$ cat config.mk
export PLATFORM = sky130hd
export DESIGN_NAME = spi_master_fifo
export DESIGN_NICKNAME = d
export VERILOG_FILES = /design/src/rtl/spi_master_fifo.sv
export SDC_FILE = /design/constraint.sdc
export NUM_CORES = 1
export LEC_CHECK = 0
export ABC_AREA = 1
export ABC_CLOCK_PERIOD_IN_PS = 3100
export CORE_MARGIN = 4
export CORE_UTILIZATION = 40
export CTS_CLUSTER_DIAMETER = 50
export CTS_CLUSTER_SIZE = 14
export DETAILED_ROUTE_END_ITERATION = 16
export GPL_TIMING_DRIVEN = 1
export MAX_ROUTING_LAYER = met4
export SLEW_MARGIN = 30
export SYNTH_ARGS = -nofsm -noshare
export SYNTH_HDL_FRONTEND = slang
export SYNTH_SLANG_ARGS = --single-unit
$ cat constraint.sdc
create_clock -name clk -period 3.1 [get_ports clk]
set_clock_uncertainty 0.1 [all_clocks]
set_input_delay 0.62 -clock clk [delete_from_list [all_inputs] [get_ports clk]]
set_output_delay 0.62 -clock clk [all_outputs]
set_load 0.02 [all_outputs]
$ cat src/rtl/spi_master_fifo.sv
// SFR-mapped SPI master with TX/RX FIFOs, burst transfers, all four CPOL/CPHA
// modes, MSB/LSB-first shifting and sticky overflow flags.
module spi_master_fifo #(
  parameter int DW    = 8,
  parameter int NSS   = 8,
  parameter int DEPTH = 4
) (
  input  logic           clk,
  input  logic           rst,
  input  logic           sfrwe,
  input  logic [2:0]     sfraddr_w,
  input  logic [DW-1:0]  sfrdata_i,
  input  logic           sfrre,
  input  logic [2:0]     sfraddr_r,
  output logic [DW-1:0]  sfrdata_o,
  input  logic           miso,
  output logic           sck,
  output logic           mosi,
  output logic [NSS-1:0] ss_n,
  output logic           irq
);
  localparam int AW = $clog2(DEPTH);
  localparam int EW = $clog2(2 * DW);
  localparam logic [EW-1:0] LAST_EDGE = EW'(2 * DW - 1);

  typedef enum logic [1:0] {IDLE, SETUP, SHIFT, HOLD} state_t;
  state_t state_reg, state_next;

  logic [5:0]     cr_reg;
  logic [NSS-1:0] ssel_reg, ss_reg;
  logic [7:0]     br_reg, br_l_reg, div_cnt_reg;
  logic           txovf_reg, rxovf_reg;
  logic           cpol_l_reg, cpha_l_reg, lsbf_l_reg;
  logic           sck_reg, mosi_reg;
  logic [EW-1:0]  edge_cnt_reg;
  logic [DW-1:0]  tx_shift_reg, rx_shift_reg, rx_sampled, rx_word;

  logic [1:0]         f_push, f_pop, f_empty, f_full, f_drop;
  logic [1:0][DW-1:0] f_wdata, f_rdata;

  logic wr_cr, wr_ssel, wr_br, wr_tx, wr_sr, rd_rx, en_clear, abort, start;
  logic half_done, last_edge, sample_edge, tx_pop, rx_push, busy, ld_cpha, ld_lsbf;
  logic tx_empty, rx_empty;
  logic [6:0] sr;

  function automatic logic head_bit(input logic [DW-1:0] w, input logic lsbf);
    return lsbf ? w[0] : w[DW-1];
  endfunction

  function automatic logic [DW-1:0] drop_bit(input logic [DW-1:0] w, input logic lsbf);
    return lsbf ? {1'b0, w[DW-1:1]} : {w[DW-2:0], 1'b0};
  endfunction

  assign wr_cr    = sfrwe && (sfraddr_w == 3'd0);
  assign wr_ssel  = sfrwe && (sfraddr_w == 3'd1);
  assign wr_br    = sfrwe && (sfraddr_w == 3'd2);
  assign wr_tx    = sfrwe && (sfraddr_w == 3'd3);
  assign wr_sr    = sfrwe && (sfraddr_w == 3'd5);
  assign rd_rx    = sfrre && (sfraddr_r == 3'd4);
  assign en_clear = wr_cr && !sfrdata_i[0];
  assign abort    = en_clear && (state_reg != IDLE);

  assign tx_empty = f_empty[0];
  assign rx_empty = f_empty[1];
  assign f_push   = {rx_push, wr_tx};
  assign f_pop    = {rd_rx, tx_pop};
  assign f_wdata  = {rx_word, sfrdata_i};

  // Index 0 is the TX FIFO, index 1 the RX FIFO; head is readable combinationally.
  genvar gi;
  generate
    for (gi = 0; gi < 2; gi++) begin : g_fifo
      logic [DW-1:0] mem [DEPTH];
      logic [AW-1:0] wr_ptr_reg, rd_ptr_reg;
      logic [AW:0]   count_reg;
      logic          do_push, do_pop;

      assign do_pop      = f_pop[gi] && (count_reg != '0);
      assign do_push     = f_push[gi] && ((count_reg != (AW+1)'(DEPTH)) || do_pop);
      assign f_drop[gi]  = f_push[gi] && !do_push;
      assign f_empty[gi] = (count_reg == '0);
      assign f_full[gi]  = (count_reg == (AW+1)'(DEPTH));
      assign f_rdata[gi] = mem[rd_ptr_reg];

      always_ff @(posedge clk) begin
        if (do_push) mem[wr_ptr_reg] <= f_wdata[gi];
      end

      always_ff @(posedge clk) begin
        if (rst) begin
          wr_ptr_reg <= '0;
          rd_ptr_reg <= '0;
          count_reg  <= '0;
        end else begin
          if (do_push) wr_ptr_reg <= wr_ptr_reg + AW'(1);
          if (do_pop)  rd_ptr_reg <= rd_ptr_reg + AW'(1);
          count_reg <= count_reg + (AW+1)'(do_push) - (AW+1)'(do_pop);
        end
      end
    end
  endgenerate

  assign busy        = (state_reg != IDLE);
  assign start       = (state_reg == IDLE) && cr_reg[0] && !tx_empty && !en_clear;
  assign half_done   = busy && (div_cnt_reg == br_l_reg);
  assign last_edge   = (state_reg == SHIFT) && half_done && (edge_cnt_reg == LAST_EDGE);
  // Edge number is edge_cnt+1, so an even count is an odd (leading) edge.
  assign sample_edge = (edge_cnt_reg[0] == cpha_l_reg);
  assign rx_sampled  = lsbf_l_reg ? {miso, rx_shift_reg[DW-1:1]} : {rx_shift_reg[DW-2:0], miso};
  assign rx_word     = sample_edge ? rx_sampled : rx_shift_reg;
  assign ld_cpha     = (state_reg == IDLE) ? cr_reg[2] : cpha_l_reg;
  assign ld_lsbf     = (state_reg == IDLE) ? cr_reg[3] : lsbf_l_reg;

  always_comb begin
    state_next = state_reg;
    tx_pop     = 1'b0;
    rx_push    = 1'b0;
    case (state_reg)
      IDLE:  if (start) begin state_next = SETUP; tx_pop = 1'b1; end
      SETUP: if (half_done) state_next = SHIFT;
      SHIFT: if (last_edge) begin
        rx_push = 1'b1;
        if (!tx_empty) tx_pop = 1'b1;
        else           state_next = HOLD;
      end
      HOLD:  if (half_done) state_next = IDLE;
      default: state_next = IDLE;
    endcase
    if (abort) begin
      state_next = IDLE;
      tx_pop     = 1'b0;
      rx_push    = 1'b0;
    end
  end

  always_ff @(posedge clk) begin
    if (rst) state_reg <= IDLE;
    else     state_reg <= state_next;
  end

  always_ff @(posedge clk) begin
    if (rst) begin
      cr_reg <= '0; ssel_reg <= '0; br_reg <= '0;
      txovf_reg <= 1'b0; rxovf_reg <= 1'b0;
    end else begin
      if (wr_cr)   cr_reg   <= sfrdata_i[5:0];
      if (wr_ssel) ssel_reg <= sfrdata_i[NSS-1:0];
      if (wr_br)   br_reg   <= sfrdata_i[7:0];
      if (f_drop[0])                      txovf_reg <= 1'b1;
      else if (wr_sr && sfrdata_i[5])     txovf_reg <= 1'b0;
      if (f_drop[1])                      rxovf_reg <= 1'b1;
      else if (wr_sr && sfrdata_i[6])     rxovf_reg <= 1'b0;
    end
  end

  always_ff @(posedge clk) begin
    if (rst) begin
      ss_reg <= '1; sck_reg <= 1'b0; mosi_reg <= 1'b0;
      div_cnt_reg <= '0; edge_cnt_reg <= '0; br_l_reg <= '0;
      cpol_l_reg <= 1'b0; cpha_l_reg <= 1'b0; lsbf_l_reg <= 1'b0;
      tx_shift_reg <= '0; rx_shift_reg <= '0;
    end else if (busy && state_next == IDLE) begin
      // End of HOLD or abort: release the slave and park the clock.
      ss_reg      <= '1;
      sck_reg     <= cr_reg[1];
      div_cnt_reg <= '0;
    end else if (!busy) begin
      sck_reg <= cr_reg[1];
      if (tx_pop) begin
        cpol_l_reg   <= cr_reg[1];
        cpha_l_reg   <= cr_reg[2];
        lsbf_l_reg   <= cr_reg[3];
        br_l_reg     <= br_reg;
        ss_reg       <= ~ssel_reg;
        div_cnt_reg  <= '0;
        edge_cnt_reg <= '0;
      end
    end else begin
      div_cnt_reg <= half_done ? 8'd0 : div_cnt_reg + 8'd1;
      if (state_reg == SHIFT && half_done) begin
        sck_reg      <= ~sck_reg;
        edge_cnt_reg <= last_edge ? '0 : edge_cnt_reg + EW'(1);
        if (sample_edge) rx_shift_reg <= rx_sampled;
        if (!sample_edge && !tx_pop) begin
          mosi_reg     <= head_bit(tx_shift_reg, lsbf_l_reg);
          tx_shift_reg <= drop_bit(tx_shift_reg, lsbf_l_reg);
        end
      end
    end
    // Word load for frame start and burst continuation; CPHA=0 drives bit 0 immediately.
    if (!rst && tx_pop) begin
      if (!ld_cpha) begin
        mosi_reg     <= head_bit(f_rdata[0], ld_lsbf);
        tx_shift_reg <= drop_bit(f_rdata[0], ld_lsbf);
      end else begin
        tx_shift_reg <= f_rdata[0];
      end
    end
  end

  assign sr = {rxovf_reg, txovf_reg, f_full[1], rx_empty, f_full[0], tx_empty, busy};

  always_comb begin
    sfrdata_o = '0;
    case (sfraddr_r)
      3'd0: sfrdata_o[5:0]     = cr_reg;
      3'd1: sfrdata_o[NSS-1:0] = ssel_reg;
      3'd2: sfrdata_o[7:0]     = br_reg;
      3'd4: if (!rx_empty) sfrdata_o = f_rdata[1];
      3'd5: sfrdata_o[6:0]     = sr;
      default: sfrdata_o = '0;
    endcase
  end

  assign sck  = sck_reg;
  assign mosi = mosi_reg;
  assign ss_n = ss_reg;
  assign irq  = (cr_reg[4] & ~rx_empty) | (cr_reg[5] & tx_empty & ~busy);

endmodule

### Word-level counts from Yosys, hierarchy flattened

Memories as Yosys holds them, arrays and structs flattened. A register that Yosys moved wholly into a read port is not among the register bits.
Index checks and enable logic that the tools add are counted.

| storage, ports and cells | value |
|---|---|
| bits in registers | 88 |
| latch bits | 0 |
| RAM bits | 64 |
| ROM bits | 0 |
| bits of input ports | 19 |
| output and inout bits | 19 |
| logic and storage cells | 183 |
| memories kept | 2 |

| operators by class | value |
|---|---|
| add/sub/neg operators | 10 |
| multiply operators | 0 |
| div/mod/pow operators | 0 |
| order comparisons | 0 |
| equal/unequal tests | 21 |
| shift-type cells | 0 |
| muxes and demuxes | 63 |
| bitwise logic cells | 9 |
| reductions and logical operators | 56 |

Memories:

| memory | words | width | read ports | clocked after Yosys merged registers in | wr ports | line | RTL |
|---|---|---|---|---|---|---|---|
| g_fifo[0].mem | 4 | 8 | 1 | 1 | 1 | 73 | `logic [DW-1:0] mem [DEPTH];` |
| g_fifo[1].mem | 4 | 8 | 1 | 1 | 1 | 73 |  |

Operators by type and width:

| kind | count |
|---|---|
| 8-bit two-way mux | 15 |
| 6-bit case mux with 5 select lines | 1 |
| 1-bit two-way mux | 29 |
| 1-bit logical AND | 25 |
| 2-bit two-way mux | 10 |
| 4-bit two-way mux | 4 |
| 3-bit == test, second input constant | 5 |
| 3-bit nonzero test | 5 |
| 3-bit zero test | 4 |
| 3-bit by 2-bit == test with 1-bit output, second input constant | 3 |
| 3-bit AND reduction | 3 |
| 2-bit by 1-bit adder with 2-bit output, second input constant | 4 |
| 8-bit by 1-bit adder with 8-bit output, second input constant | 1 |
| 8-bit == test | 1 |
| 1-bit zero test | 8 |
| 8-bit NOT | 1 |
| 2-bit case mux with 4 select lines | 1 |
| 2-bit nonzero test | 4 |
| 3-bit by 1-bit adder with 3-bit output | 2 |
| 3-bit by 1-bit == test with 1-bit output, second input constant | 2 |
| 3-bit != test, second input constant | 2 |
| 3-bit by 1-bit subtractor with 3-bit output | 2 |
| 4-bit by 1-bit adder with 4-bit output, second input constant | 1 |
| 2-bit == test, second input constant | 2 |
| 17 further kinds | 24 |

### Longest topological paths before layout

Gate-level depths: netlist (run 1).

| depth | value |
|---|---|
| depth in word-level cells | 17 |
| mapped depth | 19 |
| gate-level depth less buffers | 18 |

### Worst setup path after synthesis (run 1)

OpenSTA, ideal clock, no wires.

| timing path | value |
|---|---|
| kind | in2reg |
| start point | input port sfrwe |
| end point | register g_fifo[0].count_reg[2] |
| setup time | 0.119 ns |
| arrival time | 2.842 ns |
| required time | 2.881 ns |
| path slack | 0.038 ns |
| stages | 19 |
| path buffers | 1 |
| cells stage by stage | inv_1 nor2_2 inv_2 nor3_4 inv_2 or2_0 buf_2 nand2_1 nand2_1 nand2_4 nand2_2 nand2_4 ha_1 inv_1 ha_1 inv_1 fa_1 o21ai_0 a21oi_1 |

| between the ends | value |
|---|---|
| cells in the longest elaborated chain, start to end | 12 |
| elaborated cells between the ends (all ways) | 14 |
| those cells by class | add/sub (2); mux (3); reduce/logical (9) |

RTL lines:

| element | line | RTL |
|---|---|---|
| start, declared | 10 | `input logic sfrwe,` |
| 1-bit logical AND | 54 | `assign wr_cr = sfrwe && (sfraddr_w == 3'd0);` |
| 1-bit logical AND | 60 | `assign en_clear = wr_cr && !sfrdata_i[0];` |
| 1-bit zero test | 104 | `assign start = (state_reg == IDLE) && cr_reg[0] && !tx_empty && !en_clear;` |
| 1-bit logical AND | 104 |  |
| 1-bit two-way mux | 119 | `IDLE: if (start) begin state_next = SETUP; tx_pop = 1'b1; end` |
| 1-bit case mux with 2 select lines | 118 | `case (state_reg)` |
| 1-bit two-way mux | 129 | `if (abort) begin` |
| 1-bit logical AND | 78 | `assign do_pop = f_pop[gi] && (count_reg != '0);` |
| 1-bit logical OR | 79 | `assign do_push = f_push[gi] && ((count_reg != (AW+1)'(DEPTH)) \|\| do_pop);` |
| 1-bit logical AND | 79 |  |
| 3-bit by 1-bit adder with 3-bit output | 97 | `count_reg <= count_reg + (AW+1)'(do_push) - (AW+1)'(do_pop);` |
| 3-bit by 1-bit subtractor with 3-bit output * | 97 |  |
| end signal, assigned | 97 |  |
| end, declared | 75 | `logic [AW:0] count_reg;` |

Mark *: on every way between the ends. The rest lies on a longest branch, timed or not.
A chain may end at the register's enable or synchronous reset.

### Final worst setup path (run 1)

| timing path | value |
|---|---|
| start point | input port sfraddr_r[1] |
| end point | output port sfrdata_o[5] |

| between the ends | value |
|---|---|
| cells in the longest elaborated chain, start to end | 2 |
| elaborated cells between the ends (all ways) | 6 |
| those cells by class | eq/ne (4); mux (1); reduce/logical (1) |

RTL lines:

| element | line | RTL |
|---|---|---|
| start, declared | 14 | `input logic [2:0] sfraddr_r,` |
| 3-bit == test (tied with other cells) | 205 | `case (sfraddr_r)` |
| 6-bit case mux with 5 select lines * | 205 |  |
| end, declared | 15 | `output logic [DW-1:0] sfrdata_o,` |

Marked as above.

==> impl_metrics.toml, run 1 <==
[synth]
yosysTopAreaCellShare_pct = 30.7
synth_area_mm2 = 0.00705
seq_area_frac_synth_pct = 54.5
synthArstFlopShare_pct = 0
synthTopCellsByArea = "edfxtp_1 (31%), dfxtp_1 (24%), nand2_1 (7.6%)"
yosys.area.top_type = "edfxtp_1"
ys_ff_latch = 156
synth_common_cells = "nand2_1 (143), nor2_1 (101), dfxtp_1 (84)"
synth_cells = 803
yosysMostFrequentCell = "nand2_1"
syn_nets = 838
synth-edff-count = 72
ys_types = 40
synthFlopType = "dfxtp_1"
yosysWarnings = 0
syn_avg_cell_area_um2 = 8.78

[worst_setup_path]
timing.rr.start = "div_cnt_reg[5]$_SDFFE_PP0P_"
worstSetupEndpointType = "primary output"
start_kind = "primary input"
cp_cell_sequence = "clkdlybuf4s50_1, nor4_2, buf_4, buf_4, nand2_1, nand4_1, dlygate4sd2_1"
crit_path_max_incr_delay_ns = 0.52
worstSetupPathType = "primary input to primary output"
slowest_stage = "clkdlybuf4s50_1"
startpoint = "sfraddr_r[1]"
cp.required_ns = 2.38
crit_top_cell = "buf_4"
worst_r2r_endpoint = "g_fifo[1].count_reg[1]$_SDFF_PP0_"
r2r_cells = 15
crit_arrival_ns = 2.28
cp_max_fo = 6
r2r_setup_slack_ns = 0.30

[sta]
slew_viol_final = 0
finalCritPeriodShare_pct = 96.9
fin_crit_ns = 3.00
timing.fmax_mhz = 333
rsz0062_at_grt = "false"
tightest_slew_ns = 0.786
max-slew-margin-rel_pct = 47.4
hold_violations = 0
fin_setup_tns_ns = 0
setup_viol = 0

[pwr]
p_leak_nw = 3.31
power.density_mw_per_mm2 = 550
ir_worst_vdd_v = 0.000356

[floorplanning]
die_w_um = 141
ios = 38
core-area_mm2 = 0.0173
die_y_um = 141
die-area_mm2 = 0.0198
initial_core_util_pct = 40.7
rows = 48

[placed_design]
dpl.hpwl_um = 12200
dp_cells = 1081
gp_congestion = 0.834
port_buffers = 37

[drt]
wl_um = 16800
dr_wl_met2_um = 7460
viasPerCell = 5.05
drc_errors = 0
drtIter0Drc = 423
highest_layer = "met4"
dr_total_vias = 5623
ant_nets = 0
wire_per_inst_um = 15.1
drt-met1-wl_um = 8190
routed-wl-met3_um = 808
dr.pass1.iters = 8

[worst_hold_path]
hold_end = "edge_cnt_reg[3]$_SDFFE_PP0P_"
hold_start = "edge_cnt_reg[3]$_SDFFE_PP0P_"
hp-class = "flip-flop to flip-flop"
whs_path_depth = 2

[clock_tree]
clock_latency_ns = 0.43
cts_hold_buffers = 0
cts.reportedPaths.clkPinSlew_ns = 0.06
cts_htree_levels = 4
clock-sinks = 156
cts_made_buffers = 17
clockBufferDepth = 2
cts_root_buf = "clkbuf_16"
cts_tree = "yes"

[grt]
antenna_found_initial = 0
grt_pass1_vias = 5311
grt.overflow.total = 0
grt_max_degree = 46
grt_first_pass_wirelength_um = 27500
grt_util_all_layers_pct = 18.2

[final_layout]
area_growth_pct = 21.2
drive_above_1_share_pct = 12.4
largest_register_ffs = 64
fillCellCount = 1659
nets = 911
layoutNonFillerInstCount = 1114
largest-register = "g_fifo.mem"
diodes = 0

[outcome]
status = "complete, no violations"

[run]
cap_violations = 0
==> worst max path at each step <==
stage	end	slack [ns]	cells after the start
2_1_floorplan	g_fifo[0].count_reg[2]$_SDFF_PP0_	0.04	19
3_5_place_dp	g_fifo[0].count_reg[2]$_SDFF_PP0_	-0.42	19
4_1_cts	sfrdata_o[1]	0.01	8
3_3_place_gp	g_fifo[0].count_reg[2]$_SDFF_PP0_	-0.35	19
5_1_grt	sfrdata_o[0]	0.007	8
6_report	sfrdata_o[5]	0.1	7
==> cells in the final DEF, fill, tap and decap left out, types with 4 or more instances in the layout <==
cell type and instances:
mux2i_1 5, nand3_1 23, o21ai_1 21, a32o_1 8
edfxtp_1 72, dfxtp_1 84, clkdlybuf4s50_1 27, nand2_2 5
xor2_1 4, inv_6 5, nor2_1 100, ha_1 14
o21ai_0 77, dlygate4sd2_1 6, o211ai_1 16, a21oi_1 49
nand4_1 12, inv_1 78, nand2_4 4, nor2_2 4
buf_4 40, inv_2 9, nand2_1 141, nor3_1 9
clkbuf_16 17, o22ai_1 17
==> metal layers <==
| layer | vias to the layer above | global-route usage, % |
|---|---|---|
| li1 | 2892 | - |
| met1 | 2592 | 25.1 |
| met2 | 114 | 26.9 |
| met3 | 25 | 3.49 |
| met4 | 0 | 6.32 |
| met5 | - | - |
==> critical path: cells and delay by family <==
kind,cells,cell delay (ns)
buffers and inverters,4,1.17
and+or+nand+nor,3,0.49
==> through the flow <==
stage	worst slack, ns	util (%)	hold WS, ns	area (µm²)	total power, mW
finish	0.0956	49.4	0.360	8540	4.70
global route	0.00730	49.4	0.394	8540	4.89
CTS	0.00952	49.1	0.363	8490	4.73
detailed placement	-0.417	45.7	0.354	7910	2.67
global placement	-0.355	45.7	0.352	7910	2.67
floorplan	0.0383	-	0.333	7050	2.50
==> area by class of cell <==
type	instances	area, µm²	area share (%)
clock buffer	17	425	4.98
clock inverter	15	161	1.89
inverter	87	327	3.82
multi-input combinational	536	2820	33.0
sequential	156	3840	45.0
tap	225	282	3.30
timing repair buffer	78	683	8.00
==> where the power goes <==
part           leakage (nW)  total, mW  switching, mW  internal [mW]
combinational          1.68      0.400          0.253          0.147
sequential             1.34       2.23         0.0285           2.20
clock                 0.285       2.07          0.871           1.20
==> cell families after synthesis <==
family          Yosys count  synth area share, %
mux                       5                0.710
xor+xnor                  5                0.621
buf+inv                 111                 6.05
compound gates          197                 15.8
fa+ha+maj                16                 3.05
simple gates            313                 19.2
flops                   156                 54.5
==> timing repair <==
action                                  4_1_cts  5_1_grt
hold endpoints to repair                      0        0
gates resized for setup                       8       20
endpoints found under the setup margin        8       40
buffers inserted                              0        1
pin swaps                                     0        4
No activity file was read; power rests on OpenSTA's default activity.
==> run 2: changes to the inputs <==
Settings changed: CORE_UTILIZATION 40 to 54, PLACE_DENSITY from default to 0.76.
==> run 2 against run 1 <==
Highest routed layer unchanged. Largest power group unchanged. Global-route usage rose by 6.8 points. Die area fell by 25%. Utilization rose by 17 points. First-iteration DRC count rose by 26%.
==> impl_metrics.toml, run 2 (synthesized netlist as in run 1, its figures left out) <==
[sta]
slew_viol_final = 0
finalCritPeriodShare_pct = 96.8
fin_crit_ns = 3.00
tightest_slew_ns = 0.823
hold_violations = 0
timing.fmax_mhz = 333
fin_setup_tns_ns = 0
max-slew-margin-rel_pct = 45.0
rsz0062_at_grt = "false"
setup_viol = 0

[floorplanning]
core-area_mm2 = 0.0127
die_w_um = 122
initial_core_util_pct = 55.4
die-area_mm2 = 0.0149
ios = 38
die_y_um = 122
rows = 41

[grt]
grt_max_degree = 41
grt_util_all_layers_pct = 25.0
grt.overflow.total = 0
grt_first_pass_wirelength_um = 28100
grt_pass1_vias = 5816
antenna_found_initial = 0

[final_layout]
final_cell_area_mm2 = 0.00850
largest-register = "g_fifo.mem"
largest_register_ffs = 64
layoutNonFillerInstCount = 1070
fin_util_pct = 66.8
final_common_cell = "nand2_1"
drive_above_1_share_pct = 11.6
area_growth_pct = 20.6
final_cell_mix = "nand2_1 (142), nor2_1 (101), dfxtp_1 (84), inv_1 (79), o21ai_0 (77)"
diodes = 0
nets = 920

[drt]
wire_per_inst_um = 16.3
drc_errors = 0
wl_um = 17500
ant_nets = 0
dr_total_vias = 6011
viasPerCell = 5.62
drtIter0Drc = 534
dr.pass1.iters = 5

[worst_setup_path]
crit_path_max_incr_delay_ns = 0.53
worstSetupPathType = "primary input to primary output"
crit_arrival_ns = 2.28
cp_max_fo = 8
slowest_stage = "clkdlybuf4s50_1"
start_kind = "primary input"
cp_cell_sequence = "clkdlybuf4s50_1, inv_1, buf_4, nand2_1, nor2_1, buf_4, a22oi_1, nand4_1, dlygate4sd2_1"
cp.required_ns = 2.38
worstSetupEndpointType = "primary output"
crit_top_cell = "buf_4"

[clock_tree]
clock_latency_ns = 0.42
clockBufferDepth = 2
cts_hold_buffers = 0
cts.reportedPaths.clkPinSlew_ns = 0.06
cts_htree_levels = 4
cts_root_buf = "clkbuf_16"
cts_made_buffers = 17
clock-sinks = 156
cts_tree = "yes"

[placed_design]
dp_cells = 1036
dpl.hpwl_um = 12600
port_buffers = 37
gp_congestion = 0.895
dpl_cell_area_mm2 = 0.00789

[pwr]
power_frac_comb_pct = 8.7
power.density_mw_per_mm2 = 554
power_mw = 4.71
p_leak_nw = 3.34
netSwitchingPower_mw = 1.07
p_int_mw = 3.64
p_clk_share_pct = 44.0
ir_worst_vdd_v = 0.000433
pwr-share-seq_pct = 47.3
swShare_pct = 22.7

[outcome]
status = "complete, no violations"

[run]
cap_violations = 0

[worst_hold_path]
hp-class = "flip-flop to flip-flop"
run 2: power by group through the flow:
stage | clock network (mW) | registers, mW | logic, mW
after CTS | 2.08 | 2.23 | 0.403
final | 2.07 | 2.23 | 0.408
after detailed placement | 0 | 2.27 | 0.403
after global placement | 0 | 2.27 | 0.385
after floorplan | 0 | 2.26 | 0.238
after global routing | 2.19 | 2.23 | 0.450
run 2: per-layer routing:
layer,global-route usage (%),vias to the layer above,share of wire [%]
li1,-,2906,-
met2,42.1,200,50
met1,30.5,2877,43
met3,5.58,28,5.6
met4,6.93,0,1.7
met5,-,-,0
run 2: worst max-delay path: cells and delay by family:
family          cells  cell delay (ns)
compound gates      1             0.18
buf+inv             5             1.24
simple gates        3             0.24
run 2: what timing repair did:
action / 4_1_cts / 5_1_grt
gates resized for setup: 9 / 11
endpoints found under the hold margin: 0 / 0
buffers inserted: 0 / 2
setup endpoints to repair: 8 / 38
pin swaps: 0 / 3
run 2: worst paths after layout:
check,to,depth (start not counted),from,slack (ns)
worst min-delay path,br_l_reg[4]$_SDFFE_PP0P_,2,br_l_reg[4]$_SDFFE_PP0P_,0.37
worst max-delay path,sfrdata_o[2],9,sfraddr_r[0],0.1
worst min register to register,br_l_reg[4]$_SDFFE_PP0P_,2,br_l_reg[4]$_SDFFE_PP0P_,0.37
worst max register to register,g_fifo[1].count_reg[2]$_SDFF_PP0_,17,div_cnt_reg[6]$_SDFFE_PP0P_,0.31
run 2: final cells by class:
| type | count | area (µm²) |
|---|---|---|
| clock buffer | 25 | 465 |
| clock inverter | 7 | 115 |
| fill | 1027 | 4230 |
| inverter | 87 | 327 |
| multi-input combinational | 536 | 2790 |
| sequential | 156 | 3840 |
| tap | 172 | 215 |
| timing repair buffer | 87 | 738 |
run 2: through the flow:
stage | setup WS [ns] | hold slack [ns]
floorplan | 0.0383 | 0.333
global placement | -0.311 | 0.350
detailed placement | -0.426 | 0.359
CTS | 0.00487 | 0.370
global route | 0.0160 | 0.396
finish | 0.0982 | 0.371
